===== src/rtl/pwm_capt_pkg.sv =====
// Shared constants for the pwm_capt PWM input decoder: register map, bit fields, FSM states.
// The optional glitch filter is enabled with PWM_CAPT_FILTER_EN (see pwm_capt_sync_filt).
package pwm_capt_pkg;

  localparam logic [1:0] ADDR_CTRL   = 2'd0;
  localparam logic [1:0] ADDR_STATUS = 2'd1;
  localparam logic [1:0] ADDR_PERIOD = 2'd2;
  localparam logic [1:0] ADDR_HIGH   = 2'd3;

  localparam int CTRL_EN     = 0;
  localparam int CTRL_IE     = 1;
  localparam int CTRL_POL    = 2;
  localparam int CTRL_SINGLE = 3;

  localparam int STAT_DONE = 0;
  localparam int STAT_OVR  = 1;
  localparam int STAT_TMO  = 2;

  typedef enum logic [1:0] {
    IDLE      = 2'd0,
    WAIT_RISE = 2'd1,
    MEAS_HIGH = 2'd2,
    MEAS_LOW  = 2'd3
  } capt_state_t;

endpackage


===== src/rtl/pwm_capt_sync_filt.sv =====
// Input conditioning for pwm_capt: synchronizer, optional glitch filter (PWM_CAPT_FILTER_EN),
// polarity inversion and edge detection producing one-cycle rise/fall pulses.
module pwm_capt_sync_filt
  import pwm_capt_pkg::*;
#(
  parameter int SYNC_STAGES = 2,
  parameter int FILT_LEN    = 4
) (
  input  logic PCLK,
  input  logic PRESET,
  input  logic pwm_in,
  input  logic pol,
  output logic rise,
  output logic fall
);

  logic [SYNC_STAGES-1:0] sync_q;
  logic                   level_raw;
  logic                   level;
  logic                   level_q;

  always_ff @(posedge PCLK) begin
    if (PRESET) sync_q <= '0;
    else        sync_q <= {sync_q[SYNC_STAGES-2:0], pwm_in};
  end

  assign level_raw = sync_q[SYNC_STAGES-1];

`ifdef PWM_CAPT_FILTER_EN
  localparam int FW = $clog2(FILT_LEN + 1);

  logic          filt_q;
  logic [FW-1:0] stab_q;

  // The filtered level follows the raw level only after FILT_LEN consecutive differing samples.
  always_ff @(posedge PCLK) begin
    if (PRESET) begin
      filt_q <= 1'b0;
      stab_q <= '0;
    end else if (level_raw != filt_q) begin
      if (stab_q == FW'(FILT_LEN - 1)) begin
        filt_q <= level_raw;
        stab_q <= '0;
      end else begin
        stab_q <= stab_q + FW'(1);
      end
    end else begin
      stab_q <= '0;
    end
  end

  assign level = filt_q ^ pol;
`else
  localparam int unused_filt_len = FILT_LEN;

  assign level = level_raw ^ pol;
`endif

  always_ff @(posedge PCLK) begin
    if (PRESET) level_q <= 1'b0;
    else        level_q <= level;
  end

  assign rise = level & ~level_q;
  assign fall = ~level & level_q;

endmodule


===== src/rtl/pwm_capt.sv =====
// APB-slave PWM input decoder: measures period and high time of pwm_in in PCLK cycles.
// Build with PWM_CAPT_FILTER_EN to insert the glitch filter in the input path.
module pwm_capt
  import pwm_capt_pkg::*;
#(
  parameter int CNT_W       = 32,
  parameter int SYNC_STAGES = 2,
  parameter int FILT_LEN    = 4
) (
  input  logic        PCLK,
  input  logic        PRESET,
  input  logic        PSEL,
  input  logic        PENABLE,
  input  logic [1:0]  PADDR,
  input  logic        PWRITE,
  input  logic [31:0] PWDATA,
  output logic [31:0] PRDATA,
  input  logic        pwm_in,
  output logic        INTcapt
);

  localparam logic [CNT_W-1:0] CNT_MAX = '1;

  logic [3:0]       ctrl_q;
  logic             done_q, ovr_q, tmo_q;
  logic [CNT_W-1:0] cnt_q, shadow_q, period_q, high_q;
  capt_state_t      state_q, state_d;

  logic rise, fall;
  logic wr_en, rd_en, wr_ctrl, wr_status;
  logic cnt_load, cnt_inc, cap_shadow, complete, timeout;
  logic clr_done, clr_ovr, clr_tmo;
  logic unused_pwdata;

  pwm_capt_sync_filt #(
    .SYNC_STAGES(SYNC_STAGES),
    .FILT_LEN   (FILT_LEN)
  ) u_sync_filt (
    .PCLK  (PCLK),
    .PRESET(PRESET),
    .pwm_in(pwm_in),
    .pol   (ctrl_q[CTRL_POL]),
    .rise  (rise),
    .fall  (fall)
  );

  assign wr_en     = PSEL & PWRITE & PENABLE;
  assign rd_en     = PSEL & ~PWRITE & PENABLE;
  assign wr_ctrl   = wr_en && (PADDR == ADDR_CTRL);
  assign wr_status = wr_en && (PADDR == ADDR_STATUS);
  assign clr_done  = wr_status & PWDATA[STAT_DONE];
  assign clr_ovr   = wr_status & PWDATA[STAT_OVR];
  assign clr_tmo   = wr_status & PWDATA[STAT_TMO];
  assign unused_pwdata = ^PWDATA[31:4];

  always_ff @(posedge PCLK) begin
    if (PRESET) state_q <= IDLE;
    else        state_q <= state_d;
  end

  always_comb begin
    state_d    = state_q;
    cnt_load   = 1'b0;
    cnt_inc    = 1'b0;
    cap_shadow = 1'b0;
    complete   = 1'b0;
    timeout    = 1'b0;
    if (!ctrl_q[CTRL_EN]) begin
      state_d = IDLE;
    end else begin
      case (state_q)
        IDLE: state_d = WAIT_RISE;
        WAIT_RISE: begin
          if (rise) begin
            cnt_load = 1'b1;
            state_d  = MEAS_HIGH;
          end
        end
        MEAS_HIGH: begin
          if (fall) begin
            cap_shadow = 1'b1;
            cnt_inc    = (cnt_q != CNT_MAX);
            state_d    = MEAS_LOW;
          end else if (cnt_q == CNT_MAX) begin
            timeout = 1'b1;
            state_d = WAIT_RISE;
          end else begin
            cnt_inc = 1'b1;
          end
        end
        MEAS_LOW: begin
          if (rise) begin
            complete = 1'b1;
            cnt_load = 1'b1;
            state_d  = ctrl_q[CTRL_SINGLE] ? IDLE : MEAS_HIGH;
          end else if (cnt_q == CNT_MAX) begin
            timeout = 1'b1;
            state_d = WAIT_RISE;
          end else begin
            cnt_inc = 1'b1;
          end
        end
        default: state_d = IDLE;
      endcase
    end
  end

  // Counter, high-time shadow and the atomically published result pair.
  always_ff @(posedge PCLK) begin
    if (PRESET) begin
      cnt_q    <= '0;
      shadow_q <= '0;
      period_q <= '0;
      high_q   <= '0;
    end else begin
      if (cnt_load)     cnt_q <= CNT_W'(1);
      else if (cnt_inc) cnt_q <= cnt_q + CNT_W'(1);
      if (cap_shadow) shadow_q <= cnt_q;
      if (complete) begin
        period_q <= cnt_q;
        high_q   <= shadow_q;
      end
    end
  end

  // Status set events take priority over a simultaneous write-one-to-clear.
  always_ff @(posedge PCLK) begin
    if (PRESET) begin
      ctrl_q <= '0;
      done_q <= 1'b0;
      ovr_q  <= 1'b0;
      tmo_q  <= 1'b0;
    end else begin
      if (wr_ctrl) ctrl_q <= PWDATA[3:0];
      if (complete && ctrl_q[CTRL_SINGLE]) ctrl_q[CTRL_EN] <= 1'b0;
      done_q <= complete | (done_q & ~clr_done);
      ovr_q  <= (complete & done_q) | (ovr_q & ~clr_ovr);
      tmo_q  <= timeout | (tmo_q & ~clr_tmo);
    end
  end

  assign INTcapt = ctrl_q[CTRL_IE] & (done_q | tmo_q);

  always_comb begin
    PRDATA = '0;
    if (rd_en) begin
      case (PADDR)
        ADDR_CTRL:   PRDATA[3:0] = ctrl_q;
        ADDR_STATUS: PRDATA = {26'b0, state_q, 1'b0, tmo_q, ovr_q, done_q};
        ADDR_PERIOD: PRDATA = 32'(period_q);
        ADDR_HIGH:   PRDATA = 32'(high_q);
        default:     PRDATA = '0;
      endcase
    end
  end

endmodule


===== config.mk =====
export PLATFORM = sky130hd
export DESIGN_NAME = pwm_capt
export DESIGN_NICKNAME = d
export VERILOG_FILES = /design/src/rtl/pwm_capt_pkg.sv /design/src/rtl/pwm_capt_sync_filt.sv /design/src/rtl/pwm_capt.sv
export SDC_FILE = /design/constraint.sdc
export NUM_CORES = 1
export LEC_CHECK = 0
export BUFFER_PORTS_ARGS = -buffer_cell sky130_fd_sc_hd__buf_2
export CAP_MARGIN = 20
export CORE_ASPECT_RATIO = 2
export CORE_MARGIN = 8
export CORE_UTILIZATION = 59
export DETAILED_ROUTE_END_ITERATION = 6
export GPL_TIMING_DRIVEN = 1
export PLACE_DENSITY_LB_ADDON = 0.3
export SYNTH_ARGS = -nofsm -noshare
export SYNTH_HDL_FRONTEND = slang
export SYNTH_SLANG_ARGS = --single-unit
export TNS_END_PERCENT = 30

===== constraint.sdc =====
create_clock -name PCLK -period 2.98 [get_ports PCLK]
set_input_delay 0.447 -clock PCLK [delete_from_list [all_inputs] [get_ports PCLK]]
set_output_delay 0.447 -clock PCLK [all_outputs]
set_load 0.05 [all_outputs]

---- Word-level counts from Yosys, hierarchy flattened ----
Cells that the tools add are included.
storage, ports and cells
  register bits after elaboration ......... 140
  output and inout bits ................... 33
operators by class
  equal/unequal tests ..................... 9
  reductions and logical operators ........ 10
  add/sub/neg operators ................... 1
  muxes and demuxes ....................... 29
  bitwise logic cells ..................... 26
operators by type and width
  cell                                                             count
  28-bit one-hot mux with 3 select lines                           1
  32-bit by 1-bit adder with 32-bit output, second input constant  1
  32-bit == test, second input constant                            1
  32-bit 2-to-1 mux                                                1
  32-bit inequality test, second input constant                    1
  1-bit 2-to-1 mux                                                 18
  4-bit one-hot mux with 4 select lines                            1
  1-bit AND                                                        14
  2-bit 2-to-1 mux                                                 5
  2-bit == test, second input constant                             4
  2-bit one-hot mux with 4 select lines                            1
  2-bit OR reduction                                               4
  1-bit inverter                                                   7
  2-bit by 1-bit == test with 1-bit output, second input constant  2
  2-bit zero test                                                  2
  1-bit bitwise OR                                                 4
  1-bit one-hot mux with 2 select lines                            2
  1-bit logical AND                                                3
  2-bit inequality test, second input constant                     1
  2-bit nonzero test                                               1
  1-bit XOR                                                        1

---- Depth between registers and ports, before layout ----
Gate-level depths: netlist of the first run.
  depth in word-level cells ............... 8
  mapped depth ............................ 9
  gate-level depth less buffers ........... 6

---- Hierarchy ----
From an unflattened synthesis of the first run, not the netlist that was laid out.
unflattened totals
  cells, all modules ...................... 777
  area, all modules ....................... 6118.4 um^2
modules (own cells, without submodules)
  module              instances  sequential area each (um^2)  area each (um^2)  cells an instance
  pwm_capt            1          2742.6                       6023.3            768
  pwm_capt_sync_filt  1          60.1                         95.1              9

---- Worst setup path before layout of the first run ----
No wires, ideal clock.
  kind .................................... in2out
  start point ............................. input PADDR[0]
  end point ............................... output PRDATA[21]
  stages on the path ...................... 5
  required time ........................... 2.533 ns
  path slack .............................. 0.328 ns
  arrival ................................. 2.205 ns
  cells stage by stage .................... clkbuf_1 buf_2 buf_1 mux2i_1 nor2_1
between the ends
  longest elaborated chain between the ends .. 3
  elaborated cells on any way between the ends .. 5
  classes of those cells .................. 3 x eq/ne; 2 x mux
RTL lines
  what                                                                       line             source
  start, declared                                                            pwm_capt.sv:14   input logic [1:0] PADDR,
  2-bit == test or 2-bit by 1-bit == test with 1-bit output (tied branches)  pwm_capt.sv:147  case (PADDR)
  28-bit one-hot mux with 3 select lines *                                   pwm_capt.sv:147
  32-bit 2-to-1 mux *                                                        pwm_capt.sv:146  if (rd_en) begin
  end, declared                                                              pwm_capt.sv:17   output logic [31:0] PRDATA,
Every way passes the cells marked *; elsewhere a longest branch is shown, timed or not.

---- Final worst setup path of the first run ----
  start point ............................. register cnt_q[20]
  end point ............................... register cnt_q[10]
between the ends
  longest elaborated chain between the ends .. 5
  elaborated cells on any way between the ends .. 7
  classes of those cells .................. 2 x eq/ne; 5 x mux
RTL lines
  what                                     line                            source
  start, declared                          pwm_capt.sv:26                  logic [CNT_W-1:0] cnt_q, shadow_q, period_q, high_q;
  start signal, assigned                   pwm_capt.sv:117                 else if (cnt_inc) cnt_q <= cnt_q + CNT_W'(1);
  32-bit == test                           pwm_capt.sv:84, pwm_capt.sv:96
  1-bit 2-to-1 mux                         pwm_capt.sv:84, pwm_capt.sv:96
  1-bit 2-to-1 mux (on tied branches)      pwm_capt.sv:92, pwm_capt.sv:80
  1-bit one-hot mux with 2 select lines *  pwm_capt.sv:71                  case (state_q)
  1-bit 2-to-1 mux *                       pwm_capt.sv:68                  if (!ctrl_q[CTRL_EN]) begin
Marks and branches as above.
A chain may end at the register's enable or synchronous reset.

==> results of run 1 <==
==> placed cells by master, fill, tap and decap left out, types with 2 or more instances in the layout <==
cell type | synthesis | layout
clkbuf_1 | 36 | 2
xor2_1 | 2 | 2
nor3_2 | 1 | 2
o21ai_0 | 18 | 18
o31ai_1 | 13 | 13
nand4_1 | 11 | 11
clkbuf_16 | 0 | 17
nor2b_1 | 7 | 7
inv_1 | 9 | 9
mux4_2 | 3 | 3
clkinv_2 | 0 | 2
buf_4 | 0 | 16
clkbuf_8 | 0 | 3
nor3_1 | 6 | 5
nor2_1 | 48 | 48
mux2_2 | 3 | 3
a21oi_1 | 126 | 126
or4_1 | 16 | 16
nand2_1 | 214 | 214
mux2i_1 | 28 | 28
nand3_1 | 14 | 13
a22oi_1 | 3 | 3
or3_1 | 11 | 11
o211ai_1 | 2 | 2
o41ai_1 | 2 | 2
buf_2 | 7 | 43
nor4b_1 | 2 | 2
o311ai_0 | 2 | 2
and3_1 | 3 | 3
or2_2 | 4 | 4
dfxtp_1 | 140 | 140
a31oi_1 | 2 | 2
bufinv_16 | 0 | 5
==> logic make-up (layout without fill, tap and decap cells) <==
group,Yosys count,count (layout),synth area share (%)
compound gates,171,171,15.4
xor+xnor,3,3,0.437
simple gates,351,351,26.6
fa+ha+maj,1,1,0.208
buf+inv,61,101,4.33
mux,34,34,6.35
flops,140,140,46.7
==> worst max-delay path, stage by stage (launching register included) <==
cell and delay [ns]:
dfxtp_1 0.47, nand4_1 0.24, nor4_1 0.41, and3_1 0.57, buf_4 0.31, or4_1 0.14
a21oi_1 0.06
==> cell type report <==
cell class	count	area, sq um
fillers	835	3040
multi-input cells	560	2960
flip-flops and latches	140	2800
clock buffers	22	474
repair buffers	60	355
clock inverters	10	185
well taps	135	169
inverters	9	33.8
==> worst paths after layout <==
kind                startpoint               endpoint  slack, ns  cells past startpoint
setup / recovery     cnt_q[20]              cnt_q[10]       0.63                      6
setup reg to reg     cnt_q[20]              cnt_q[10]       0.63                      6
hold reg to reg   shadow_q[28]             high_q[28]       0.45                      2
hold / removal          pwm_in  u_sync_filt.sync_q[0]       0.25                      2
==> registers in the layout, indices dropped and copies added (netlist names) <==
signal               cells
cnt_q                   32
high_q                  32
period_q                32
shadow_q                32
ctrl_q                   4
state_q                  2
u_sync_filt.sync_q       2
done_q                   1
ovr_q                    1
tmo_q                    1
u_sync_filt.level_q      1
==> per-layer routing <==
layer / track usage (%) / part of all wire [%] / up-vias
met5: 0 / 0 / -
met4: 12.9 / 3.7 / 0
met3: 4.65 / 4.1 / 41
met2: 41.5 / 55 / 141
met1: 21.8 / 37 / 2559
li1: - / - / 2659
==> synthesized netlist by cell type, types with 2 or more instances <==
master / n / area share (%)
nand2_1: 214 / 13
dfxtp_1: 140 / 47
a21oi_1: 126 / 10
nor2_1: 48 / 3.0
clkbuf_1: 36 / 2.2
mux2i_1: 28 / 4.7
o21ai_0: 18 / 1.5
or4_1: 16 / 2.0
nand3_1: 14 / 1.2
o31ai_1: 13 / 1.6
nand4_1: 11 / 1.1
or3_1: 11 / 1.1
inv_1: 9 / 0.56
buf_2: 7 / 0.58
nor2b_1: 7 / 0.73
buf_1: 6 / 0.37
nor3_1: 6 / 0.50
or2_2: 4 / 0.42
a22oi_1: 3 / 0.37
and3_1: 3 / 0.31
buf_6: 3 / 0.56
mux2_2: 3 / 0.56
mux4_2: 3 / 1.1
a31oi_1: 2 / 0.21
nor4_1: 2 / 0.21
nor4b_1: 2 / 0.29
o211ai_1: 2 / 0.25
o311ai_0: 2 / 0.29
o41ai_1: 2 / 0.29
xor2_1: 2 / 0.29
==> stage by stage <==
stage | cells | worst slack, ns | hold WS (ns)
6_report | 936 | 0.626 | 0.249
5_1_grt | 936 | 0.429 | 0.266
4_1_cts | 936 | 0.646 | 0.237
3_5_place_dp | 904 | 0.624 | 0.446
3_3_place_gp | 904 | 0.678 | 0.440
2_1_floorplan | 761 | 0.328 | 0.414
==> power by group <==
| part | total, mW | internal [mW] | switching (mW) | leakage, nW |
|---|---|---|---|---|
| Sequential | 1.88 | 1.87 | 0.00223 | 1.13 |
| Combinational | 0.0830 | 0.0233 | 0.0597 | 0.995 |
| Clock | 2.34 | 1.55 | 0.786 | 0.321 |
==> run metrics, run 1 <==
syn_area_per_cell=7.89 sq um; RePlAce Congestion=about 0.9; largest net degree at the start of global routing=58; die area=13900 sq um; placed instance area=between 6000 and 7000 sq um; worst hold-check path type=in2reg; CTS Buffer Depth=2; CTS tree=built; crit share post-route=79.0%; Max Freq=between 400 and 500 MHz; Crit. End Element=register; worst vdd ir=between 0.5 and 0.6 mV; status=finished clean; area grow syn2layout=16.2%; Clock Skew=roughly 0.0076 ns; IO Port Bufs=44; Yosys reg bits=140; drt wl/cell=~16 microns; synthesized area=6010 sq um; Power, Total=4.30 mW; # IOs=73; Num CTS Buffers=17; Lkg Pwr=2.44 nW; share of cells above drive strength 1=between 10% and 20%; number of global-route vias before repair=5527; PwrDens=between 600 and 700 nW/um^2; Cell Rows=52; CTS Sinks=140; total number of yosys warnings=0; EDFF count, synth=0; DRT Wirelength=15000 microns; diode count=0; Critical Path Fanout Max=18; critical path class=reg2reg; final hold vios=0; RSZ-0062 raised after global routing=false; crit start category=register; maxcap violations=0; fin nets=829; final setup violation count=0; clock root cell=clkbuf_16; Finished Core Util=69.7%; first-pass GRT wire length=around 25000 microns; post-CTS sizing=0; worst-margin pin slew=0.689 ns; Initial Util=about three fifths; Iter 0 DRT Violations=roughly 360; Synth Flop Type=dfxtp_1; hpwl dp=between 10000 and 15000 microns; core footprint=around 10000 sq um; critical path arrival=between 2 and 3 ns; Final min period=approximately 2.4 ns; Clock Latency Late Sink=just over 0.4 ns; WP data required=3.24 ns; final instance area=around 7000 sq um; # hold bufs at CTS=0; DRC=0; CTS clk-pin slew, worst paths=roughly 0.060 ns; number of unique standard cell types used by synthesis=48; final setup TNS=0 ns; Max Slew Vio Count=0; height of the chip=159 microns; Cells after Synth=about 760; Total GRT Usage=22.5%; Async SR Flop Fraction=0%; register area share after synthesis=between 40 and 50%; Syn Nets=~800; Antenna Nets Post-Route=0; Post-CTS Setup Inserts=0; die width=just under 90 microns; Pre-antenna DRT Iters=5; post-DR vias/cell=5.77; H-tree depth=4; headroom to the max-slew limit=54.1%; initial antenna violation count=0; Via Count=5400; remaining global-route overflow=0
(Power assumes the default switching activity.)
==> run 2, diff against run 1 <==
Settings changed: ABC_AREA from default to 1, CORE_UTILIZATION 59 to 58.
Clock period 2.98 ns to 2.33 ns, I/O delays scaled along.
==> run 2 against run 1 <==
  * Combinational power is 71% higher
  * Worst setup slack worse by 0.23 ns
  * Register-to-register slack worse by 0.23 ns
  * Global-route usage is 0.42 points higher
  * Synthesized area is 7.4% higher
==> run metrics, run 2 <==
status=finished clean; Antenna Nets Post-Route=0 (unchanged); hpwl dp=11200 microns (+11%); Min-Delay Path Depth=3 (+1); Psw=1.11 mW (+32%); number of fill cells=926 (+11%); crit start category=register; R2R depth=9 (+3); main area contributors after synthesis=dfxtp_1, nand2_1, a21oi_1; most common library cell in the layout ignoring fill and taps=nand2_1; Initial Util=59.3% (-0.65 points); Synth Flop Type=dfxtp_1; Final min period=1.94 ns (-0.417 ns); r2r setup slk=0.39 ns (-0.23 ns); headroom to the max-slew limit=64.2% (+10 points); Endpoint, Worst Hold=u_sync_filt.sync_q[0]; number of global-route vias before repair=6111 (+11%); largest net degree at the start of global routing=45 (-22%); Cell Rows=54 (+3.8%); RR Startpoint=ctrl_q[2]; Iter 0 DRT Violations=389 (+7.8%); CTS Buffer Depth=2 (unchanged); Lkg Pwr=2.76 nW (+13%); crit share post-route=83.1% (+4.1 points); Cells after Synth=953 (+25%); WP data required=2.67 ns (-0.57 ns); Sw Share=21.1% (+1.4 points); drt wl/cell=14.6 microns (-8.9%); fin nets=1038 (+25%); CP bufs+invs=3 (+2); register area share after synthesis=43.4% (-3.2 points); Pre-antenna DRT Iters=5 (unchanged); H-tree depth=4 (unchanged); critical path depth=9 (+3); syn_area_per_cell=6.77 sq um (-14%); total number of yosys warnings=0 (unchanged); Clock Skew=0.00654 ns (-0.00109 ns); crit path cell chain=inv_1, nand2_1, nand4_1, nor2_1, nand2_2, inv_2, buf_12, nand2_1, a21oi_1; initial antenna violation count=0 (unchanged); IO Port Bufs=44 (unchanged); post-DR vias/cell=5.44 (-5.7%); most frequent cells after synthesis=nand2_1, dfxtp_1, nor2_1; clock root cell=clkbuf_16; Num CTS Buffers=17 (unchanged); RePlAce Congestion=0.953 (+6.8%); Total GRT Usage=22.9% (+0.42 points); slowest stage delay, CP=0.38 ns (-0.19 ns); share of cells above drive strength 1=13.5% (-0.37 points); final setup violation count=0 (unchanged); Async SR Flop Fraction=0% (unchanged); diode count=0 (unchanged); area grow syn2layout=16.2% (about the same); Yosys reg bits=140 (unchanged); Clk pwr share=51.8% (-2.6 points); post-synth top area cell=dfxtp_1; DRC=0 (unchanged); CTS tree=built; RSZ-0062 raised after global routing=false; core footprint=10900 sq um (+8.6%); final hold vios=0 (unchanged); post-CTS sizing=0 (unchanged); PwrDens=703 nW/um^2 (+14%); remaining global-route overflow=0 (unchanged); worst hold-check path type=in2reg; # IOs=73 (unchanged); WHS=0.130 ns (-0.119 ns); critical path arrival=2.28 ns (-0.33 ns); Power, Total=5.27 mW (+23%); die area=15000 sq um (+7.9%); Crit-path slowest cell=dfxtp_1; # hold bufs at CTS=0 (unchanged); most frequent cells in the layout=nand2_1, dfxtp_1, nor2_1, a21oi_1, o21ai_0; worst-margin pin slew=0.537 ns (-0.152 ns); Crit. End Element=register; Flop pwr share=45.5% (+1.9 points); Post-CTS Setup Inserts=0 (unchanged); EDFF count, synth=0 (unchanged); Logic pwr share=2.7% (+0.8 points); Syn Nets=994 (+24%); Internal Power=4.16 mW (+21%); first-pass GRT wire length=27900 microns (+12%); die width=90.6 microns (+3.7%); cell repeated most along the worst path=nand2_1; hold path startpoint=pwm_in; Critical Path Fanout Max=32 (+14); Worst R2R End=period_q[9]; crit path from=ctrl_q[2]; post-synth top area share=43.4% (-3.2 points); synthesized area=6450 sq um (+7.4%); DRT Wirelength=16700 microns (+12%); Via Count=6246 (+16%); height of the chip=165 microns (+4.1%); Clock Latency Late Sink=0.42 ns (about the same); CTS Sinks=140 (unchanged); count leader, synth=nand2_1; placed instance area=6900 sq um (+9.2%); maxcap violations=0 (unchanged); Max Slew Vio Count=0 (unchanged); final instance area=7500 sq um (+7.4%); number of unique standard cell types used by synthesis=31 (-35%); CTS clk-pin slew, worst paths=0.06 ns (about the same); Max Freq=516 MHz (+22%); crit-path leading delay family=simple AND/OR/NAND/NOR gates; critical path class=reg2reg; worst vdd ir=0.621 mV (+9.9%)
-- run 2: cell families (layout without fill, tap and decap cells) --
| group | Yosys count | in the layout | share of synthesized area (%) |
|---|---|---|---|
| compound gates | 192 | 192 | 15.9 |
| xor+xnor | 15 | 15 | 2.04 |
| fa+ha+maj | 1 | 1 | 0.194 |
| buf+inv | 91 | 146 | 5.93 |
| flops | 140 | 140 | 43.4 |
| simple gates | 514 | 514 | 32.5 |
-- run 2: metrics by stage --
stage | TNS [ns] | utilization [%] | cells | worst slack (ns)
6_report | 0 | 68.9 | 1148 | 0.393
5_1_grt | 0 | 68.9 | 1148 | 0.229
4_1_cts | 0 | 68.9 | 1148 | 0.413
3_5_place_dp | 0 | 63.5 | 1118 | 0.422
3_3_place_gp | 0 | 63.5 | 1118 | 0.412
2_1_floorplan | -0.683 | - | 953 | -0.0342
-- run 2: worst register-to-register path, stage by stage (launching register included) --
cell and delay [ns]:
dfxtp_1 0.38, inv_1 0.07, nand2_1 0.08, nand4_1 0.13, nor2_1 0.27, nand2_2 0.11, inv_2 0.34, buf_12 0.24
nand2_1 0.10, a21oi_1 0.14
-- run 2: layout make-up --
cell class | instances | area [sq um] | share of cell area [%]
Tap cell | 140 | 175 | 2.34
Inverter | 43 | 161 | 2.15
Multi-Input combinational cell | 722 | 3280 | 43.7
Clock buffer | 19 | 453 | 6.04
Sequential cell | 140 | 2800 | 37.4
Clock inverter | 11 | 143 | 1.90
Timing Repair Buffer | 73 | 488 | 6.51
-- run 2: how the worst max path moves through the flow --
stage / endpoint / slack (ns)
after detailed placement: PRDATA[3] / 0.42
after global routing: period_q[21] / 0.23
final: period_q[9] / 0.39
after global placement: PRDATA[3] / 0.41
after CTS: PRDATA[3] / 0.41
after floorplan: PRDATA[11] / -0.03
-- run 2: power by group through the flow --
stage	registers [mW]	logic, mW	clock network [mW]
floorplan	2.45	0.0873	0
global placement	2.45	0.139	0
detailed placement	2.45	0.140	0
CTS	2.40	0.141	2.74
global route	2.40	0.155	2.84
finish	2.40	0.142	2.73
-- run 2: layer usage --
layer / vias to the layer above / GRT usage [%] / wire length (microns)
li1: 3133 / - / -
met5: - / 0 / 0
met1: 2897 / 22.5 / 6360
met4: 0 / 12.7 / 681
met2: 163 / 43.9 / 9000
met3: 53 / 4.44 / 686
